File: src/rtl/mem_arbiter.sv
// Round-robin arbiter sharing one burst memory between instruction fetch (I) and data (D) ports.
// Range-checks each request, issues a one-cycle memory command, then steers returned beats to the winner.
module mem_arbiter #(
  parameter logic [31:0] MEM_BASE   = 32'h8002_0000,
  parameter int unsigned MEM_SIZE   = 1024,
  parameter int unsigned TURNAROUND = 1
) (
  input  logic        clk,
  input  logic        reset,
  input  logic        i_req,
  input  logic [31:0] i_addr,
  input  logic [2:0]  i_size,
  output logic        i_ack,
  output logic        i_valid,
  output logic [31:0] i_rdata,
  output logic [31:0] i_pc,
  output logic        i_done,
  input  logic        d_req,
  input  logic [31:0] d_addr,
  input  logic        d_rw,
  input  logic [2:0]  d_size,
  input  logic [31:0] d_wdata,
  output logic        d_ack,
  output logic        d_valid,
  output logic [31:0] d_rdata,
  output logic        err,
  output logic        err_port,
  output logic [31:0] mem_addr,
  output logic [31:0] mem_din,
  output logic [2:0]  mem_size,
  output logic        mem_rw,
  output logic        mem_enable,
  input  logic [31:0] mem_dout,
  input  logic        mem_busy
);

  typedef enum logic [1:0] {IDLE, ISSUE, XFER, GAP} state_t;

  localparam logic [32:0] MEM_LAST = {1'b0, MEM_BASE} + 33'(MEM_SIZE) - 33'd1;
  localparam logic [1:0]  GAP_LOAD = (TURNAROUND == 0) ? 2'd0 : 2'(TURNAROUND - 1);

  state_t      state_q, state_d;
  logic        last_grant_q, last_grant_d;
  logic        port_q, port_d;
  logic [3:0]  beat_cnt_q, beat_cnt_d;
  logic [1:0]  gap_cnt_q, gap_cnt_d;
  logic [31:0] pc_q, pc_d;
  logic [31:0] d_rdata_q, d_rdata_d;
  logic [31:0] mem_addr_q, mem_addr_d;
  logic [31:0] mem_din_q, mem_din_d;
  logic [2:0]  mem_size_q, mem_size_d;
  logic        mem_rw_q, mem_rw_d;
  logic        mem_enable_q, mem_enable_d;

  logic        pick_d, grant, sel_legal, in_range;
  logic [31:0] sel_addr, rd_ext;
  logic [6:0]  sel_bytes;
  logic [3:0]  sel_last_beat;
  logic [32:0] end_addr;
  logic        unused_mem_busy;

  assign unused_mem_busy = mem_busy;

  // last_grant_q: 1 = D. On a tie the port opposite the last grant wins.
  always_comb begin
    pick_d        = d_req && (!i_req || !last_grant_q);
    grant         = (state_q == IDLE) && (i_req || d_req) && !reset;
    sel_addr      = pick_d ? d_addr : i_addr;
    sel_legal     = 1'b1;
    sel_bytes     = 7'd4;
    sel_last_beat = '0;
    if (pick_d) begin
      case (d_size)
        3'b000:  sel_bytes = 7'd4;
        3'b100:  sel_bytes = 7'd1;
        3'b101:  sel_bytes = 7'd2;
        default: sel_legal = 1'b0;
      endcase
    end else begin
      case (i_size)
        3'b000:  begin sel_bytes = 7'd4;  sel_last_beat = 4'd0;  end
        3'b001:  begin sel_bytes = 7'd16; sel_last_beat = 4'd3;  end
        3'b010:  begin sel_bytes = 7'd32; sel_last_beat = 4'd7;  end
        3'b011:  begin sel_bytes = 7'd64; sel_last_beat = 4'd15; end
        default: sel_legal = 1'b0;
      endcase
    end
    // 33-bit sum so a wrap past 2^32 lands above MEM_LAST and is rejected
    end_addr = {1'b0, sel_addr} + {26'd0, sel_bytes} - 33'd1;
    in_range = sel_legal && (sel_addr >= MEM_BASE) && (end_addr <= MEM_LAST);
  end

  always_comb begin
    case (mem_size_q)
      3'b100:  rd_ext = {24'd0, mem_dout[7:0]};
      3'b101:  rd_ext = {16'd0, mem_dout[15:0]};
      default: rd_ext = mem_dout;
    endcase
  end

  always_comb begin
    state_d      = state_q;
    last_grant_d = last_grant_q;
    port_d       = port_q;
    beat_cnt_d   = beat_cnt_q;
    gap_cnt_d    = gap_cnt_q;
    pc_d         = pc_q;
    d_rdata_d    = d_rdata_q;
    mem_addr_d   = mem_addr_q;
    mem_din_d    = mem_din_q;
    mem_size_d   = mem_size_q;
    mem_rw_d     = mem_rw_q;
    mem_enable_d = 1'b0;
    case (state_q)
      IDLE: begin
        if (grant) begin
          last_grant_d = pick_d;
          if (in_range) begin
            state_d      = ISSUE;
            port_d       = pick_d;
            mem_enable_d = 1'b1;
            mem_addr_d   = sel_addr;
            mem_size_d   = pick_d ? d_size : i_size;
            mem_rw_d     = pick_d && d_rw;
            mem_din_d    = pick_d ? d_wdata : '0;
            beat_cnt_d   = sel_last_beat;
            if (!pick_d) pc_d = i_addr;
          end
        end
      end
      ISSUE: state_d = XFER;
      XFER: begin
        if (port_q && !mem_rw_q) d_rdata_d = rd_ext;
        if (beat_cnt_q == '0) begin
          state_d   = (TURNAROUND == 0) ? IDLE : GAP;
          gap_cnt_d = GAP_LOAD;
        end else begin
          beat_cnt_d = beat_cnt_q - 4'd1;
          if (!port_q) pc_d = pc_q + 32'd4;
        end
      end
      GAP: begin
        if (gap_cnt_q == '0) state_d = IDLE;
        else gap_cnt_d = gap_cnt_q - 2'd1;
      end
      default: state_d = IDLE;
    endcase
  end

  always_ff @(posedge clk) begin
    if (reset) begin
      state_q      <= IDLE;
      last_grant_q <= 1'b0;
      port_q       <= 1'b0;
      beat_cnt_q   <= '0;
      gap_cnt_q    <= '0;
      pc_q         <= '0;
      d_rdata_q    <= '0;
      mem_addr_q   <= '0;
      mem_din_q    <= '0;
      mem_size_q   <= '0;
      mem_rw_q     <= 1'b0;
      mem_enable_q <= 1'b0;
    end else begin
      state_q      <= state_d;
      last_grant_q <= last_grant_d;
      port_q       <= port_d;
      beat_cnt_q   <= beat_cnt_d;
      gap_cnt_q    <= gap_cnt_d;
      pc_q         <= pc_d;
      d_rdata_q    <= d_rdata_d;
      mem_addr_q   <= mem_addr_d;
      mem_din_q    <= mem_din_d;
      mem_size_q   <= mem_size_d;
      mem_rw_q     <= mem_rw_d;
      mem_enable_q <= mem_enable_d;
    end
  end

  assign i_ack      = grant && !pick_d;
  assign d_ack      = grant && pick_d;
  assign err        = grant && !in_range;
  assign err_port   = err && pick_d;
  assign i_valid    = (state_q == XFER) && !port_q;
  assign d_valid    = (state_q == XFER) && port_q;
  assign i_done     = i_valid && (beat_cnt_q == '0);
  assign i_rdata    = i_valid ? mem_dout : '0;
  assign i_pc       = pc_q;
  assign d_rdata    = (d_valid && !mem_rw_q) ? rd_ext : d_rdata_q;
  assign mem_addr   = mem_addr_q;
  assign mem_din    = mem_din_q;
  assign mem_size   = mem_size_q;
  assign mem_rw     = mem_rw_q;
  assign mem_enable = mem_enable_q;

  a_enable_only_in_issue: assert property (@(posedge clk) disable iff (reset)
    mem_enable_q |-> state_q == ISSUE);

endmodule

File: config.mk
export PLATFORM = sky130hd
export DESIGN_NAME = mem_arbiter
export DESIGN_NICKNAME = d
export VERILOG_FILES = /design/src/rtl/mem_arbiter.sv
export SDC_FILE = /design/constraint.sdc
export NUM_CORES = 1
export LEC_CHECK = 0
export CAP_MARGIN = 10
export CORE_MARGIN = 2
export CORE_UTILIZATION = 51
export CTS_CLUSTER_SIZE = 25
export DETAILED_ROUTE_END_ITERATION = 10
export PLACE_DENSITY_LB_ADDON = 0.3
export SYNTH_ARGS = -nofsm -noshare
export SYNTH_HDL_FRONTEND = slang
export SYNTH_SLANG_ARGS = --single-unit
export TNS_END_PERCENT = 5
File: constraint.sdc
create_clock -name clk -period 8.1 [get_ports clk]
set_input_delay 0.81 -clock clk [delete_from_list [all_inputs] [get_ports clk]]
set_output_delay 0.81 -clock clk [all_outputs]
set_load 0.01 [all_outputs]
# [After elaboration in Yosys (flattened, before gate mapping)]
# Cells that the tools add are included.
[totals] input_bits=140 reg_bits=143 word_cells=113
[op_classes] mux=33 n_bitwise=2 order_cmp=2 n_eq_ne=18 addsub=5 n_reduce_logical=41
[ops] cell="32-bit two-way mux" count=9
[ops] cell="32-bit one-hot mux with 2 select lines" count=2
[ops] cell="32-bit by 7-bit adder with 33-bit output" count=1
[ops] cell="33-bit by 32-bit less-or-equal comparator with 1-bit output (second input constant)" count=1
[ops] cell="33-bit by 1-bit subtractor with 33-bit output (second input constant)" count=1
[ops] cell="32-bit by 3-bit adder with 32-bit output (second input constant)" count=1
[ops] cell="32-bit >= comparator (second input constant)" count=1
[ops] cell="7-bit one-hot mux with 3 select lines" count=1
[ops] cell="4-bit two-way mux" count=4
[ops] cell="1-bit logical AND" count=15
[ops] cell="2-bit inequality test (second input constant)" count=7
[ops] cell="3-bit equality test (second input constant)" count=4
[ops] cell="2-bit two-way mux" count=6
[ops] cell="4-bit one-hot mux with 3 select lines" count=1
[ops] cell="2-bit one-hot mux with 4 select lines" count=1
[ops] cell="4-bit one-hot mux with 2 select lines" count=1
[ops] cell="4-bit AND reduction" count=2
[ops] cell="1-bit zero test" count=7
[ops] cell="7-bit two-way mux" count=1
[ops] cell="3-bit by 2-bit equality test with 1-bit output (second input constant)" count=2
[ops] cell="3-bit zero test" count=2
[ops] cell="3-bit one-hot mux with 2 select lines" count=1
[ops] cell="3-bit AND reduction" count=2
[ops] cell="6-bit AND reduction" count=1
[ops] cell="17 further kinds" count=27

# [Logic depth before layout (Yosys ltp)]
# Gate-level depths: netlist of run 1.
[depth] ltp_word=11 mapped_depth=24 mapped_depth_nobuf=19

# [Least setup slack after synthesis of run 1]
# No wires, ideal clock.
[synth_path] path_kind="input to output" from="input d_req" to="output err_port" n_path_buf=4 arrival_time_ns=5.056 path_slack_ns=2.234 path_stages=21 path_cell_list="a21boi_1 -> buf_4 -> buf_1 -> clkbuf_1 -> clkbuf_1 -> nand4b_1 -> ha_1 -> inv_1 -> ha_1 -> fa_1 -> a211oi_1 -> o211ai_1 -> a21oi_1 -> o21ai_1 -> mux2_2 -> o221ai_1 -> nor4_1 -> nand4_1 -> a21o_1 -> nor2b_1 -> and2_1"
[synth_via] elab_chain_cells=9 elab_cells_between_ends=16 cone_classes="add/sub: 2; order compare: 2; mux: 3; reduce/logical: 9"
[synth_lines] element="from (decl)" line_no="18" rtl="input logic d_req,"
[synth_lines] element="1-bit logical AND" line_no="66" rtl="pick_d = d_req && (!i_req || !last_grant_q);"
[synth_lines] element="32-bit two-way mux / 7-bit two-way mux (equally long branches)" line_no="68, 72"
[synth_lines] element="32-bit by 7-bit adder with 33-bit output" line_no="89" rtl="end_addr = {1'b0, sel_addr} + {26'd0, sel_bytes} - 33'd1;"
[synth_lines] element="33-bit by 1-bit subtractor with 33-bit output" line_no="89"
[synth_lines] element="33-bit by 32-bit less-or-equal comparator with 1-bit output" line_no="90" rtl="in_range = sel_legal && (sel_addr >= MEM_BASE) && (end_addr <= MEM_LAST);"
[synth_lines] element="1-bit logical AND" line_no="90"
[synth_lines] element="1-bit zero test" line_no="182" rtl="assign err = grant && !in_range;"
[synth_lines] element="1-bit logical AND (*)" line_no="182"
[synth_lines] element="named net err" line_no="26" rtl="output logic err,"
[synth_lines] element="1-bit logical AND (*)" line_no="183" rtl="assign err_port = err && pick_d;"
[synth_lines] element="to (decl)" line_no="27" rtl="output logic err_port,"
# The timed path passes the listed nets; every way through them passes the cells marked *.

# [Final worst setup path of run 1]
[layout_path] from="input d_req" to="output err_port"
[layout_via] elab_chain_cells=9 elab_cells_between_ends=16 cone_classes="add/sub: 2; order compare: 2; mux: 3; reduce/logical: 9"
[layout_lines] element="1-bit logical AND" line_no="66"
[layout_lines] element="32-bit two-way mux / 7-bit two-way mux (equally long branches)" line_no="68, 72"
[layout_lines] element="32-bit by 7-bit adder with 33-bit output" line_no="89"
[layout_lines] element="33-bit by 1-bit subtractor with 33-bit output" line_no="89"
[layout_lines] element="33-bit by 32-bit less-or-equal comparator with 1-bit output" line_no="90"
[layout_lines] element="1-bit logical AND" line_no="90"
[layout_lines] element="1-bit zero test" line_no="182"
[layout_lines] element="1-bit logical AND" line_no="182"
[layout_lines] element="1-bit logical AND (*)" line_no="183"
# Every way passes the cells marked *; elsewhere a longest branch is shown, timed or not.

==> metrics.txt, run 1 <==
DIE HEIGHT 139 µm; crit-path max FO 72; hold-critical path depth 2; R2R depth 19; vias in the first global route 9,431; die area 19,400 µm²; routed wire length 32,900 µm; drc violations 0; Hold Path Origin mem_din[1]; sequential area share after synthesis 30.6%; antenna violations before repair 4; layout cell share with drive strength beyond 1 5.89%; crit path buf inv count 4; DP HPWL 24,500 µm; Max Transition Viols Final 0; CTS sink count 143; Worst setup SP type input port; Syn Area/Cell 7.69 µm²; EDFF count, synth 0; Seq cells post-synth 143; 1st-pass router iterations 5; Post-Syn Instances 1,216; Yosys cell types 80; CP Capture Type output port; PortBufs 310; # hold bufs at CTS 0; CTS tree yes; Crit-path slowest cell clkdlybuf4s50_1; final setup violation count 0; leakage 5.02 nW; dominant synthesized flop cell dfxtp_1; DR iter-0 viols 859; Min-Delay Path Class flop to flop; crit path cell chain clkdlybuf4s50_1 > a21boi_4 > buf_12 > mux2i_1 > ha_1 > inv_1 > ha_1 > fa_1 > a211oi_1 > o211ai_1 > a31o_2 > xnor2_1 > a21oi_1 > nand4_1 > a211oi_1 > nand4_1 > a21o_1 > nor2b_1 > and2_1 > clkdlybuf4s50_1; Peak Freq 143 MHz; synth warn 0; Hold WS 0.454 ns; fin crit share 86.1%; headroom to the max-slew limit 22.2%; Num CTS Buffers 17; R2R Path End mem_din[5]; cell family with most CP delay compound AO/OA/AOI/OAI gates; DR vias 10,200; most common cell after layout, fill and taps aside clkdlybuf4s50_1; Reg2Reg Launch Point last_grant_q; r2r setup slk 2.04 ns; final net count 1,682; most frequent cells in the layout clkdlybuf4s50_1 (309), dfxtp_1 (143), nand2_1 (139); CTS clk-pin slew, worst paths 0.06 ns; Crit Path Class input port to output port; Max stage delay on crit path 0.53 ns; worst skew pair latency 0.43 ns; per-cell routed wire length 19.0 µm; GR Util All Layers 32.4%; Critical Path RT 7.29 ns; Root Buffer clkbuf_16; Final ANT Viol Nets 0; H-tree depth 4; Netlist Area Pre-Place 9350 µm²; Critical Path AT 6.16 ns; Area Overhead vs Synth 40.5%; power consumption 2.69 mW; Vias per Instance 5.88; Cell Rows 49; status finished, final reports clean; GPL Wtd Cong 0.930; maxcap violations 0; largest net degree at the start of global routing 89; fraction of registers with async set or reset after synthesis 0%; global route overflow 0; first-pass GRT wire length 50,400 µm; Die X 139 µm; # Post-CTS Setup Buffers 0; IO Count 312; min Tclk post-route 6.97 ns; WHS Endpoint mem_din[1]; Mapped Nets 1,417; core area 18,000 µm²; P per Cell Area 205 nW/µm²; maximum vdd ir drop 0.000153 V; RSZ-0062 raised after global routing false; Clock Path Buffers 2; setup TNS 0 ns; final hold viol count 0; Initial Util 52.0%; CTS resizes 0; clk_skew 0.0114 ns; Slew @ Worst Pin 1.17 ns
## metrics by stage
step	utilization [%]	worst slack [ns]	cell area, µm²	cells
final	73.1	1.13	13100	1727
after global routing	73.1	0.878	13100	1727
after detailed placement	69.7	1.09	12500	1691
after global placement	69.7	1.19	12500	1691
after floorplan	-	2.23	9350	1216
after CTS	73.0	1.17	13100	1723
## where the power goes
part | internal [mW] | switching (mW)
clock | 0.467 | 0.354
sequential | 0.765 | 0.0705
combinational | 0.461 | 0.573
## sequential cells by signal, indices dropped and copies added, names as in the netlist
register and flops:
gap_cnt_q 2, d_rdata_q 32, beat_cnt_q 4, i_pc 32
mem_din 32, mem_addr 32, mem_enable 1, mem_size 3
port_q 1, mem_rw 1, last_grant_q 1, state_q 2
## cell families (layout without fill, tap and decap cells)
| family | count (synthesis) | after routing | synth area share, % |
|---|---|---|---|
| buffers and inverters | 137 | 415 | 6.01 |
| flip-flops | 143 | 143 | 30.6 |
| XOR/XNOR | 11 | 11 | 1.03 |
| AO/OA/AOI/OAI | 319 | 319 | 21.7 |
| other | 0 | 4 | 0 |
| AND/OR/NAND/NOR | 492 | 492 | 26.6 |
| adder cells (fa/ha/maj) | 61 | 61 | 8.25 |
| multiplexers | 53 | 53 | 5.82 |
## worst max-delay path by stage
stage                      from  cells past startpoint  slack [ns]     endpoint
after detailed placement  d_req                     20        1.09  mem_din[26]
after global placement    d_req                     20        1.19  mem_size[2]
after CTS                 d_req                     20        1.17     err_port
after global routing      d_req                     20        0.88     err_port
final                     d_req                     20        1.13     err_port
after floorplan           d_req                     21        2.23     err_port
## layout make-up
class	instances	area, µm²
Multi-Input combinational cell	936	5950
Fill cell	1452	4830
Timing Repair Buffer	320	3190
Sequential cell	143	2860
Clock buffer	18	429
Tap cell	229	287
Inverter	63	236
Clock inverter	14	169
Antenna cell	4	10.0
## synthesized netlist by cell type, types with 4 or more instances
cell / number / area, µm²
xnor2_1: 7 / 61.3
clkbuf_1: 48 / 180
buf_1: 6 / 22.5
or4_1: 5 / 37.5
nand2_1: 139 / 522
ha_1: 60 / 751
xor2_1: 4 / 35.0
or2_2: 6 / 37.5
a211o_1: 6 / 52.6
inv_1: 59 / 221
a211oi_1: 8 / 60.1
nor2b_1: 11 / 68.8
a21o_1: 10 / 75.1
buf_2: 14 / 70.1
nand2b_1: 17 / 106
nand3b_1: 7 / 52.6
a22o_1: 8 / 70.1
nand4_1: 14 / 87.6
nor2_1: 77 / 289
and2_1: 71 / 444
dfxtp_1: 143 / 2860
nor3_1: 28 / 140
a31oi_1: 6 / 37.5
o221a_2: 5 / 56.3
mux2i_1: 42 / 420
nand3_1: 85 / 425
o21bai_1: 4 / 30.0
o21ai_0: 77 / 385
o211ai_1: 4 / 30.0
a21oi_1: 119 / 596
mux2_2: 11 / 124
o21ai_1: 7 / 35.0
o32ai_1: 17 / 149
nor4_1: 7 / 43.8
or3_1: 6 / 37.5
buf_4: 4 / 30.0
a311oi_1: 6 / 52.6
## per-layer routing
layer / share of wire [%] / global-route usage [%]
met1: 40 / 40.2
met2: 47 / 54.1
met3: 7.9 / 6.30
met4: 4.8 / 15.7
met5: 0 / 0
## worst reg2reg max path, stage by stage (launching register included)
cell      delay (ns)
dfxtp_1         0.35
a21boi_4        0.18
buf_12          0.38
mux2i_1         0.45
ha_1            0.21
inv_1           0.04
ha_1            0.20
fa_1            0.37
a211oi_1        0.36
o211ai_1        0.22
a31o_2          0.29
xnor2_1         0.12
a21oi_1         0.18
nand4_1         0.13
a211oi_1        0.33
nand4_1         0.23
a211o_2         0.81
inv_2           0.74
nand3_1         0.19
a21oi_1         0.20
No activity file was read; power rests on OpenSTA's default activity.
==> inputs of run 2 (changes only) <==
Settings changed: CAP_MARGIN 10 to not set.
==> results of run 2 <==
Final layout, timing and power as in run 1 (identical DEF).
==> inputs of run 3 (changes only) <==
Settings changed: SLEW_MARGIN set to 40.
==> run 3 against run 2 <==
  * Critical path depth did not move
  * Via count rose by 0.35%
  * Global-route usage rose by 0.13 points
  * First-iteration DRC count rose by 1.6%
  * Utilization rose by 0.090 points
  * Final cell count did not move
  * Combinational power barely moved
  * Cell area rose by 0.12%
  * Clock skew barely moved
  * Clock-buffer cell count did not move
  * Clock power fell by 3.3%
  * Critical endpoint unchanged
  * Largest power group unchanged
==> metrics.txt, run 3 (synthesized netlist as in run 1, its figures left out) <==
setup TNS 0 ns; Num CTS Buffers 17; most frequent cells in the layout clkdlybuf4s50_1 (309), dfxtp_1 (143), nand2_1 (139); 1st-pass router iterations 5; Cell Rows 49; clk_skew 0.0111 ns; worst skew pair latency 0.43 ns; GR Util All Layers 32.6%; antenna violations before repair 4; leakage 5.01 nW; GPL Wtd Cong 0.930; layout cell share with drive strength beyond 1 6.09%; Initial Util 52.0%; vias in the first global route 9,442; DIE HEIGHT 139 µm; IO Count 312; final setup violation count 0; Critical Path AT 6.25 ns; DR vias 10,200; PortBufs 310; routed wire length 32,900 µm; Max Transition Viols Final 0; Die X 139 µm; CTS sink count 143; Area Overhead vs Synth 40.7%; CTS clk-pin slew, worst paths 0.06 ns; Worst setup SP type input port; crit-path max FO 72; Min-Delay Path Class flop to flop; Slew @ Worst Pin 0.841 ns; die area 19,400 µm²; H-tree depth 4; Clock Path Buffers 2; DR iter-0 viols 873; final net count 1,682; fin crit share 87.1%; Root Buffer clkbuf_16; Vias per Instance 5.90; headroom to the max-slew limit 44.0%; CP Capture Type output port; # Post-CTS Setup Buffers 0; DP HPWL 24,500 µm; # hold bufs at CTS 0; RSZ-0062 raised after global routing false; per-cell routed wire length 19.1 µm; Critical Path RT 7.29 ns; non-filler cells, final 1,727; final hold viol count 0; largest net degree at the start of global routing 89; maxcap violations 0; most common cell after layout, fill and taps aside clkdlybuf4s50_1; min Tclk post-route 7.06 ns; first-pass GRT wire length 50,500 µm; global route overflow 0; Peak Freq 142 MHz; drc violations 0; CTS resizes 0; Crit Path Class input port to output port; CTS tree yes; P per Cell Area 203 nW/µm²; core area 18,000 µm²; placed cell count 1,691; maximum vdd ir drop 0.000155 V; Final ANT Viol Nets 0; status finished, final reports clean
run 3: metal layers:
layer	GRT usage [%]	share of wire [%]	wire length (µm)
met2	53.0	46	15200
met3	5.47	7.8	2570
met5	0	0	0
met4	19.4	5.8	1920
met1	40.5	40	13200
run 3: cell type report:
class / count / area (µm²)
Inverter: 63 / 236
Timing Repair Buffer: 320 / 3190
Fill cell: 1437 / 4820
Antenna cell: 4 / 10.0
Multi-Input combinational cell: 936 / 5970
Clock buffer: 18 / 439
Clock inverter: 14 / 149
Tap cell: 229 / 287
Sequential cell: 143 / 2860
run 3: worst max-delay path, cell delays in order:
cell             delay [ns]
clkdlybuf4s50_1        0.52
a21boi_4               0.23
buf_12                 0.39
mux2i_1                0.41
ha_1                   0.21
inv_1                  0.04
ha_1                   0.20
fa_1                   0.37
a211oi_1               0.35
o211ai_1               0.22
a31o_2                 0.29
xnor2_1                0.12
a21oi_1                0.20
nand4_1                0.14
a211oi_1               0.34
nand4_1                0.27
a21o_1                 0.27
nor2b_1                0.18
and2_1                 0.19
clkdlybuf4s50_1        0.47
run 3: power breakdown:
| part | switching [mW] | internal [mW] |
|---|---|---|
| combinational | 0.577 | 0.463 |
| sequential | 0.0709 | 0.765 |
| clock | 0.351 | 0.442 |
run 3: metrics by stage:
step	instance area (µm²)	hold WS, ns	total power [mW]	utilization (%)	worst slack [ns]
global route	13100	0.470	2.80	73.2	0.886
detailed placement	12500	0.442	1.86	69.8	1.17
global placement	12500	0.438	1.84	69.7	1.19
floorplan	9350	0.476	1.48	-	2.23
CTS	13100	0.452	2.65	73.1	1.12
finish	13100	0.452	2.67	73.2	1.04
run 3: final timing paths:
path	slack, ns	end	from	cells after the start
setup / recovery	1.04	err_port	d_req	20
hold / removal	0.45	mem_din[1]	mem_din[1]	2
setup reg to reg	2.23	mem_din[12]	last_grant_q	19
hold reg to reg	0.45	mem_din[1]	mem_din[1]	2
